<file path="config.mk">
export PLATFORM = sky130hd
export DESIGN_NAME = clock_divider_bank
export DESIGN_NICKNAME = d
export VERILOG_FILES = /design/src/rtl/clock_divider_pkg.sv /design/src/rtl/clock_divider_channel.sv /design/src/rtl/clock_divider_bank.sv
export SDC_FILE = /design/constraint.sdc
export NUM_CORES = 2
export LEC_CHECK = 0
export CORE_ASPECT_RATIO = 0.8
export CORE_UTILIZATION = 57
export CTS_BUF_LIST = sky130_fd_sc_hd__clkbuf_16
export DETAILED_ROUTE_END_ITERATION = 7
export HOLD_SLACK_MARGIN = 0.15
export PLACE_DENSITY_LB_ADDON = 0.05
export SLEW_MARGIN = 20
export SYNTH_ARGS = -nofsm -noshare
export SYNTH_HDL_FRONTEND = slang
export SYNTH_HIERARCHICAL = 1
export SYNTH_SLANG_ARGS = --single-unit
export TNS_END_PERCENT = 20
</file>
<file path="constraint.sdc">
create_clock -name clk_in -period 3.47 [get_ports clk_in]
set_clock_uncertainty 0.15 [all_clocks]
set_input_delay 0.5205 -clock clk_in [delete_from_list [all_inputs] [get_ports clk_in]]
set_output_delay 0.5205 -clock clk_in [all_outputs]
set_load 0.005 [all_outputs]
</file>
<file path="src/rtl/clock_divider_pkg.sv">
// rtl/clock_divider_pkg.sv - shared defaults and configuration check for the clock divider bank
package clock_divider_pkg;

    localparam int          DEF_CNT_W = 32;
    localparam int unsigned DEF_DIV   = 100_000;

    // A request is usable only when it targets an existing channel and
    // describes a period of at least two cycles whose high time leaves
    // at least one low cycle. Operands arrive zero-extended to 64 bits,
    // so CNT_W must not exceed 64.
    function automatic logic cfg_is_valid(input logic        ch_ok,
                                          input logic [63:0] div,
                                          input logic [63:0] high);
        return ch_ok && (div >= 64'd2) && (high != 64'd0) && (high < div);
    endfunction

endpackage

</file>
<file path="src/rtl/clock_divider_channel.sv">
// rtl/clock_divider_channel.sv - one divider channel: counter, active/pending settings, outputs
module clock_divider_channel
    import clock_divider_pkg::*;
#(
    parameter int          CNT_W       = DEF_CNT_W,
    parameter int unsigned DEFAULT_DIV = DEF_DIV
) (
    input  logic             clk_in,
    input  logic             reset,
    input  logic             en,
    input  logic             sync_restart,
    input  logic             wr_en,
    input  logic [CNT_W-1:0] wr_div,
    input  logic [CNT_W-1:0] wr_high,
    output logic             pend,
    output logic             clk_out,
    output logic             tick
);

    logic [CNT_W-1:0] div_q;
    logic [CNT_W-1:0] high_q;
    logic [CNT_W-1:0] pend_div;
    logic [CNT_W-1:0] pend_high;
    logic [CNT_W-1:0] cnt;
    logic             run;
    logic             period_start;

    // A new period begins on start-up, on a sync restart, or when the
    // counter reaches the last cycle of the current period.
    always_comb begin
        period_start = !run || sync_restart || (cnt == (div_q - CNT_W'(1)));
    end

    // Counter, settings and registered outputs. A write is only ever
    // presented while pend is clear, so it never collides with the
    // pending-apply path and the pend<=1 below always wins.
    always_ff @(posedge clk_in) begin
        if (!reset) begin
            div_q     <= CNT_W'(DEFAULT_DIV);
            high_q    <= CNT_W'(DEFAULT_DIV / 2);
            pend_div  <= '0;
            pend_high <= '0;
            pend      <= 1'b0;
            run       <= 1'b0;
            cnt       <= '0;
            clk_out   <= 1'b0;
            tick      <= 1'b0;
        end else begin
            if (!en) begin
                run     <= 1'b0;
                cnt     <= '0;
                clk_out <= 1'b0;
                tick    <= 1'b0;
            end else if (period_start) begin
                run     <= 1'b1;
                cnt     <= '0;
                tick    <= 1'b1;
                clk_out <= 1'b1;
                if (pend) begin
                    div_q  <= pend_div;
                    high_q <= pend_high;
                    pend   <= 1'b0;
                end
            end else begin
                cnt     <= cnt + CNT_W'(1);
                tick    <= 1'b0;
                clk_out <= ((cnt + CNT_W'(1)) < high_q);
            end
            if (wr_en) begin
                pend_div  <= wr_div;
                pend_high <= wr_high;
                pend      <= 1'b1;
            end
        end
    end

endmodule

</file>
<file path="src/rtl/clock_divider_bank.sv">
// rtl/clock_divider_bank.sv - bank of independent programmable clock dividers
module clock_divider_bank
    import clock_divider_pkg::*;
#(
    parameter int          NUM_CH      = 4,
    parameter int          CNT_W       = DEF_CNT_W,
    parameter int unsigned DEFAULT_DIV = DEF_DIV,
    localparam int         CH_W        = (NUM_CH > 1) ? $clog2(NUM_CH) : 1
) (
    input  logic              clk_in,
    input  logic              reset,
    input  logic              cfg_valid,
    output logic              cfg_ready,
    input  logic [CH_W-1:0]   cfg_ch,
    input  logic [CNT_W-1:0]  cfg_div,
    input  logic [CNT_W-1:0]  cfg_high,
    output logic              cfg_err,
    input  logic [NUM_CH-1:0] ch_en,
    input  logic              sync_restart,
    output logic [NUM_CH-1:0] clk_out,
    output logic [NUM_CH-1:0] tick
);

    logic [NUM_CH-1:0]      pend;
    logic [NUM_CH-1:0]      wr_en;
    logic [(1<<CH_W)-1:0]   pend_pad;
    logic                   ch_ok;
    logic                   cfg_accept;
    logic                   cfg_good;

    // Pad the pend vector to the full cfg_ch range so the ready mux
    // never indexes past the last channel.
    always_comb begin
        pend_pad             = '0;
        pend_pad[NUM_CH-1:0] = pend;
    end

    // Handshake decode: out-of-range channels are always ready so the
    // request can complete and be reported as an error.
    always_comb begin
        ch_ok      = (int'(cfg_ch) < NUM_CH);
        cfg_ready  = ch_ok ? !pend_pad[cfg_ch] : 1'b1;
        cfg_accept = cfg_valid && cfg_ready;
        cfg_good   = cfg_accept && cfg_is_valid(ch_ok, 64'(cfg_div), 64'(cfg_high));
    end

    // One-cycle error pulse for an accepted but unusable request.
    always_ff @(posedge clk_in) begin
        if (!reset) begin
            cfg_err <= 1'b0;
        end else begin
            cfg_err <= cfg_accept && !cfg_good;
        end
    end

    for (genvar i = 0; i < NUM_CH; i++) begin : g_ch
        assign wr_en[i] = cfg_good && (int'(cfg_ch) == i);

        clock_divider_channel #(
            .CNT_W       (CNT_W),
            .DEFAULT_DIV (DEFAULT_DIV)
        ) u_ch (
            .clk_in       (clk_in),
            .reset        (reset),
            .en           (ch_en[i]),
            .sync_restart (sync_restart),
            .wr_en        (wr_en[i]),
            .wr_div       (cfg_div),
            .wr_high      (cfg_high),
            .pend         (pend[i]),
            .clk_out      (clk_out[i]),
            .tick         (tick[i])
        );
    end

endmodule

</file>
# After elaboration in Yosys (flattened, before gate mapping)

Index checks and enable logic that the tools add are counted.

Register bits: 657
Bits of input ports: 74
Output and inout port bits: 10
Logic and storage cells: 135

Add/subtract/negate cells: 8
$lt $le $gt $ge: 7
Equality and inequality tests: 7
Multiplexer cells: 22
Bitwise logic cells: 5
Reduce and logical (&&, ||, !) cells: 49

Operators with widths:

| cell                                                                | count |
|---|---|
| < comparator 32 bit                                                 | 5 |
| adder 32 x 1 -> 32 bit (second input constant)                      | 4 |
| equality test 32 bit                                                | 4 |
| subtractor 32 x 1 -> 32 bit (second input constant)                 | 4 |
| greater-or-equal comparator 32 x 2 -> 1 bit (second input constant) | 1 |
| nonzero test 32 bit                                                 | 1 |
| 2-to-1 mux 1 bit                                                    | 21 |
| AND reduction 2 bit                                                 | 8 |
| nonzero test 2 bit                                                  | 8 |
| AND reduction 3 bit                                                 | 4 |
| OR reduction 3 bit                                                  | 4 |
| logical AND 1 bit                                                   | 9 |
| logical OR 1 bit                                                    | 8 |
| logical NOT 1 bit                                                   | 6 |
| inverter 1 bit                                                      | 5 |
| equality test 2 bit (second input constant)                         | 2 |
| < comparator 2 x 3 -> 1 bit (second input constant)                 | 1 |
| binary-select mux 1 bit (select 2 bit)                              | 1 |
| equality test 2 x 1 -> 1 bit (second input constant)                | 1 |
| logical NOT 2 bit                                                   | 1 |

# Logic depth before layout (Yosys ltp)

Depth after elaboration: 8
Gate-level depth with buffers: 18
Depth with buffers taken out: 17

# Modules after synthesis

The synthesis kept the hierarchy.

Modules (own cells, without submodules):

| module                               | times used | cells an instance | area an instance (sq um) | sequential area each (sq um) |
|---|---|---|---|---|
| clock_divider_channel (g_ch[1].u_ch) | 1          | 937               | 8500.7                   | 3283.1 |
| clock_divider_channel (g_ch[0].u_ch) | 1          | 919               | 8459.4                   | 3283.1 |
| clock_divider_channel (g_ch[3].u_ch) | 1          | 910               | 8383.0                   | 3283.1 |
| clock_divider_channel (g_ch[2].u_ch) | 1          | 910               | 8344.3                   | 3283.1 |
| clock_divider_bank                   | 1          | 150               | 1019.7                   | 20.0 |

# Worst setup path before layout

OpenSTA, ideal clock, no wires.

Kind: register -> register
Start: register g_ch[0].u_ch.cnt[2]
End: register g_ch[0].u_ch.clk_out
Setup time: 0.127 ns
Data arrival time: 3.441 ns
Required time: 3.193 ns
Slack: -0.247 ns
Cell stages (with the launch flop): 16
Path buffers: 1
Period minus slack after synthesis: 3.717 ns
Path through: dfxtp_1 -> clkbuf_1 -> and4_1 -> nand2_1 -> nor2_1 -> and3_1 -> nand2_1 -> or3_1 -> nor3_1 -> xor2_1 -> ha_1 -> nand4_1 -> or3_1 -> a2111o_1 -> a31oi_1 -> o22ai_1

Longest elaborated chain between the ends: 3
Elaborated cells on any way between the ends: 5
Those cells by class: 1 x add/sub; 1 x order compare; 1 x eq/ne; 1 x mux; 1 x reduce/logical

RTL lines:

| what                                                                  | line                                                     | RTL |
|---|---|---|
| from (decl)                                                           | clock_divider_channel.sv:24                              | `logic [CNT_W-1:0] cnt;` |
| from (signal assigned)                                                | clock_divider_channel.sv:65                              | `cnt <= cnt + CNT_W'(1);` |
| adder 32 x 1 -> 32 bit / equality test 32 bit (equally long branches) | clock_divider_channel.sv:67, clock_divider_channel.sv:31 |  |
| < comparator 32 bit / logical OR 1 bit (equally long branches)        | clock_divider_channel.sv:67, clock_divider_channel.sv:31 |  |
| 2-to-1 mux 1 bit (*)                                                  | clock_divider_channel.sv:54                              | `end else if (period_start) begin` |
| to (signal assigned)                                                  | clock_divider_channel.sv:67                              | `clk_out <= ((cnt + CNT_W'(1)) < high_q);` |
| to (decl)                                                             | clock_divider_channel.sv:16                              | `output logic clk_out,` |

Mark *: on every way between the ends. The rest lies on a longest branch, timed or not.
A chain may end at the register's enable or synchronous reset.

# Worst setup path in the final report

Start: register g_ch[3].u_ch.div_q[24]
End: register g_ch[3].u_ch.high_q[11]

Longest elaborated chain between the ends: 4

RTL lines:

| what                                 | line                        | RTL |
|---|---|---|
| from (decl)                          | clock_divider_channel.sv:20 | `logic [CNT_W-1:0] div_q;` |
| from (signal assigned)               | clock_divider_channel.sv:39 | `div_q <= CNT_W'(DEFAULT_DIV);` |
| from (signal assigned)               | clock_divider_channel.sv:60 | `div_q <= pend_div;` |
| subtractor 32 x 1 -> 32 bit          | clock_divider_channel.sv:31 | `period_start = !run \|\| sync_restart \|\| (cnt == (div_q - CNT_W'(1)));` |
| equality test 32 bit                 | clock_divider_channel.sv:31 |  |
| logical OR 1 bit                     | clock_divider_channel.sv:31 |  |
| AND reduction 3 bit (no source line) | --                          |  |
| to (signal assigned)                 | clock_divider_channel.sv:40 | `high_q <= CNT_W'(DEFAULT_DIV / 2);` |
| to (signal assigned)                 | clock_divider_channel.sv:61 | `high_q <= pend_high;` |
| to (decl)                            | clock_divider_channel.sv:21 | `logic [CNT_W-1:0] high_q;` |

Every way passes these cells.

==> impl_metrics.json <==
{
  "post-place-cells": 4886,
  "rrSetupSlack_ns": -0.22,
  "grt_max_degree": 142,
  "layoutNonFillerInstCount": 5044,
  "clockRootBuffer": "clkbuf_16",
  "numCtsBuffers": 71,
  "final.setup.worst_slack_ns": -0.224,
  "pwr_density_cell_nw_per_um2": 389,
  "io_pins": 84,
  "syn_avg_cell_area_um2": 9.07,
  "cp.arrival_ns": 4.08,
  "synth_area_um2": 34700,
  "cp_slowest_cell": "or4b_4",
  "timing.slew.headroom_pct": 31.5,
  "wire_per_inst_um": 21.0,
  "fmax_mhz": 271,
  "violations": "negative setup slack",
  "dr_total_vias": 29000,
  "coreArea_um2": 59900,
  "vdd_drop_max_mv": 0.314,
  "yosysTopAreaCellShare_pct": 37.9,
  "critPathMaxStageDelay_ns": 0.58,
  "die-area_um2": 61900,
  "finalSetupViolCount": 80,
  "synth.net_count": 4063,
  "gr-total-overflow": 0,
  "cp.required_ns": 3.85,
  "crit_fanout": 5,
  "end_kind": "register",
  "ys_seq_elements": 657,
  "clk_latency_ns": 0.62,
  "grt_pass1_wl_um": 160000,
  "synth_area_leader_cell": "dfxtp_1",
  "setup_tns_ns": -11.34,
  "fillers": 4695,
  "clk_pin_slew_worst_paths_ns": 0.06,
  "grt_pass1_vias": 28500,
  "maxCapViolCount": 0,
  "first_pass_iters": 5,
  "startpoint_type": "register",
  "rows": 80,
  "cts_sinks": 657,
  "htreeDepth": 3,
  "antenna_cells": 0,
  "fin_area_um2": 42200,
  "drive_gt1_share_pct": 16.5,
  "synth.distinct_cells": 93,
  "die_w_um": 278,
  "syn2layout_area_growth_pct": 21.5,
  "cp-startpoint": "g_ch[3].u_ch/div_q[24]$_SDFFE_PN0P_",
  "via_per_inst": 5.75,
  "cp-endpoint": "g_ch[3].u_ch/high_q[11]$_SDFFE_PN0P_",
  "crit_chain": "or3_4 -> or2_4 -> or4_4 -> o21ai_4 -> nand4_1 -> or4b_4 -> o41a_4 -> nor2_8 -> buf_12 -> clkbuf_16 -> mux2i_1",
  "placed_cell_area_um2": 38800,
  "syn-instance-count": 3826,
  "wl_um": 106000,
  "reg2reg_to": "g_ch[3].u_ch/high_q[11]$_SDFFE_PN0P_",
  "outcome": "complete, but fails checks",
  "ff2ff_path_depth": 11,
  "dp_hpwl_um": 78200,
  "nets": 4449,
  "clockBufferDepth": 3,
  "ant_nets": 0,
  "slew_violations": 0,
  "hp-class": "register to register",
  "grt_use_total_pct": 33.3,
  "place_congestion": 0.944,
  "io_buffers": 83,
  "fin_crit_ns": 3.69,
  "cts_tree": "built",
  "antenna_found_initial": 4,
  "finalCritPeriodShare_pct": 106,
  "async_flop_share_pct": 0,
  "ys_seq_area_share_pct": 37.9,
  "hold_ws_ns": 0.297,
  "synth_edf_count": 0,
  "start_util_pct": 58.0,
  "p_leak_nw": 16.3,
  "drt-initial-drc-count": 2256,
  "worstMarginPinSlew_ns": 1.03,
  "grt_setup_unrepaired": "yes",
  "hold_viol_final": 0,
  "timing.rr.start": "g_ch[3].u_ch/div_q[24]$_SDFFE_PN0P_",
  "worstSetupPathType": "register to register",
  "synth.area.top_cells": "dfxtp_1, mux2i_1, ha_1, nor2b_1, nand2_1",
  "yosysWarnings": 6,
  "drc_errors": 0,
  "synthFlopType": "dfxtp_1",
  "die_y_um": 223
}
## what timing repair did
item / in CTS / in global routing
gates cloned: 3 / 8
endpoints found under the hold margin: 8 / 0
pin swaps: 20 / 40
setup buffers: 5 / 15
resized for setup: 45 / 124
hold buffers: 1 / 0
endpoints found under the setup margin: 154 / 351
## critical path: cells and delay by family, from the launching register on
kind | cells | cell delay [ns]
AO/OA/AOI/OAI | 2 | 0.59
multiplexers | 1 | 0.19
AND/OR/NAND/NOR | 6 | 2.00
flip-flops | 1 | 0.32
buffers and inverters | 2 | 0.33
## where the power goes
part	switching, mW	internal, mW	total, mW
Sequential	0.0662	7.65	7.72
Clock	3.20	4.27	7.47
Combinational	0.706	0.539	1.24
## cells in the final DEF (no fill, tap or decap), drive strengths merged, types with 6 or more instances in the layout
master / netlist / final
nand3: 80 / 80
nor3: 69 / 69
o31ai: 9 / 9
ha: 163 / 163
nor3b: 9 / 9
nor2b: 312 / 312
xor2: 106 / 106
bufinv: 0 / 6
clkinv: 0 / 31
and4: 11 / 11
inv: 230 / 243
a211oi: 9 / 9
mux2i: 480 / 480
xnor2: 179 / 179
or3: 14 / 14
or2: 9 / 9
nor4: 53 / 53
and2: 6 / 6
clkbuf: 150 / 81
nand2: 519 / 519
buf: 55 / 427
clkdlybuf4s50: 0 / 82
o311ai: 33 / 33
o21a: 20 / 20
a31oi: 23 / 23
o211ai: 17 / 17
nand2b: 17 / 17
or4: 17 / 17
o21ai: 88 / 88
and3: 112 / 112
a21oi: 50 / 50
nand4: 87 / 87
a21o: 36 / 36
nand4b: 6 / 6
dfxtp: 657 / 657
nor2: 118 / 118
## per-layer routing
metal / vias up / part of all wire (%) / track usage [%]
li1: 13900 / - / -
met1: 13900 / 44 / 43.2
met2: 881 / 45 / 53.1
met3: 267 / 6.7 / 8.01
met4: 6 / 4.0 / 13.0
met5: - / 0.33 / 2.33
## registers in the layout, summed over array words and instances (netlist names), 128 cells and up
| signal | count |
|---|---|
| g_ch.u_ch/high_q | 128 |
| g_ch.u_ch/pend_high | 128 |
| g_ch.u_ch/cnt | 128 |
| g_ch.u_ch/div_q | 128 |
| g_ch.u_ch/pend_div | 128 |
## area by class of cell
cell class / count / area [µm²] / share of cell area [%]
multi-input cells: 2734 / 20100 / 47.6
flip-flops and latches: 657 / 13200 / 31.2
repair buffers: 518 / 4830 / 11.4
clock buffers: 73 / 1830 / 4.33
well taps: 779 / 975 / 2.31
inverters: 230 / 863 / 2.05
clock inverters: 53 / 420 / 0.997
## Yosys cell counts, types with 9 or more instances
| library cell | instances |
|---|---|
| a211oi_1 | 9 |
| ha_1 | 163 |
| nor3_1 | 66 |
| clkbuf_1 | 150 |
| nand3_1 | 77 |
| or3_1 | 13 |
| and3_1 | 111 |
| o21ai_0 | 79 |
| o211ai_1 | 17 |
| dfxtp_1 | 657 |
| mux2i_1 | 480 |
| nor2b_1 | 312 |
| o31ai_1 | 9 |
| nor2_1 | 115 |
| buf_2 | 12 |
| buf_12 | 20 |
| nand4_1 | 86 |
| nor4_1 | 39 |
| o21a_1 | 20 |
| o311ai_1 | 28 |
| a21oi_1 | 49 |
| buf_1 | 16 |
| nand2_1 | 519 |
| and4_1 | 11 |
| or4_1 | 13 |
| nand2b_1 | 17 |
| a21o_1 | 36 |
| a31oi_1 | 22 |
| inv_1 | 230 |
| xnor2_1 | 179 |
| xor2_1 | 106 |
## worst min path at each step
| stage | start | end | slack (ns) | cells after the start |
|---|---|---|---|---|
| 6_report | g_ch[3].u_ch/pend_div[24]$_SDFFE_PN0P_ | g_ch[3].u_ch/div_q[24]$_SDFFE_PN0P_ | 0.30 | 2 |
| 3_5_place_dp | g_ch[1].u_ch/high_q[0]$_SDFFE_PN0P_ | g_ch[1].u_ch/high_q[0]$_SDFFE_PN0P_ | 0.30 | 2 |
| 4_1_cts | g_ch[3].u_ch/pend_div[24]$_SDFFE_PN0P_ | g_ch[3].u_ch/div_q[24]$_SDFFE_PN0P_ | 0.31 | 2 |
| 5_1_grt | g_ch[1].u_ch/high_q[0]$_SDFFE_PN0P_ | g_ch[1].u_ch/high_q[0]$_SDFFE_PN0P_ | 0.32 | 2 |
| 3_3_place_gp | g_ch[1].u_ch/high_q[1]$_SDFFE_PN0P_ | g_ch[1].u_ch/high_q[1]$_SDFFE_PN0P_ | 0.29 | 2 |
| 2_1_floorplan | g_ch[0].u_ch/high_q[0]$_SDFFE_PN0P_ | g_ch[0].u_ch/high_q[0]$_SDFFE_PN0P_ | 0.28 | 2 |
## kinds of logic (layout without fill, tap and decap cells)
| logic type | count (synthesis) | after routing | synth area share (%) |
|---|---|---|---|
| AOI/OAI and AO/OA | 347 | 347 | 6.92 |
| xor gates and xnor gates | 285 | 285 | 7.19 |
| adders and majority gates | 163 | 163 | 5.88 |
| buffers and inverters | 435 | 874 | 5.81 |
| DFF | 657 | 657 | 37.9 |
| muxes | 483 | 483 | 14.0 |
| and+or+nand+nor | 1456 | 1456 | 22.3 |
## per-stage QoR
step	util (%)	power, mW	setup slack, ns
CTS	69.2	16.5	-0.169
finish	70.5	16.4	-0.224
global route	70.5	16.9	-0.282
global placement	64.9	9.03	-0.408
detailed placement	64.9	9.06	-0.413
floorplan	-	8.43	-0.0360
No activity file was read; power rests on OpenSTA's default activity.
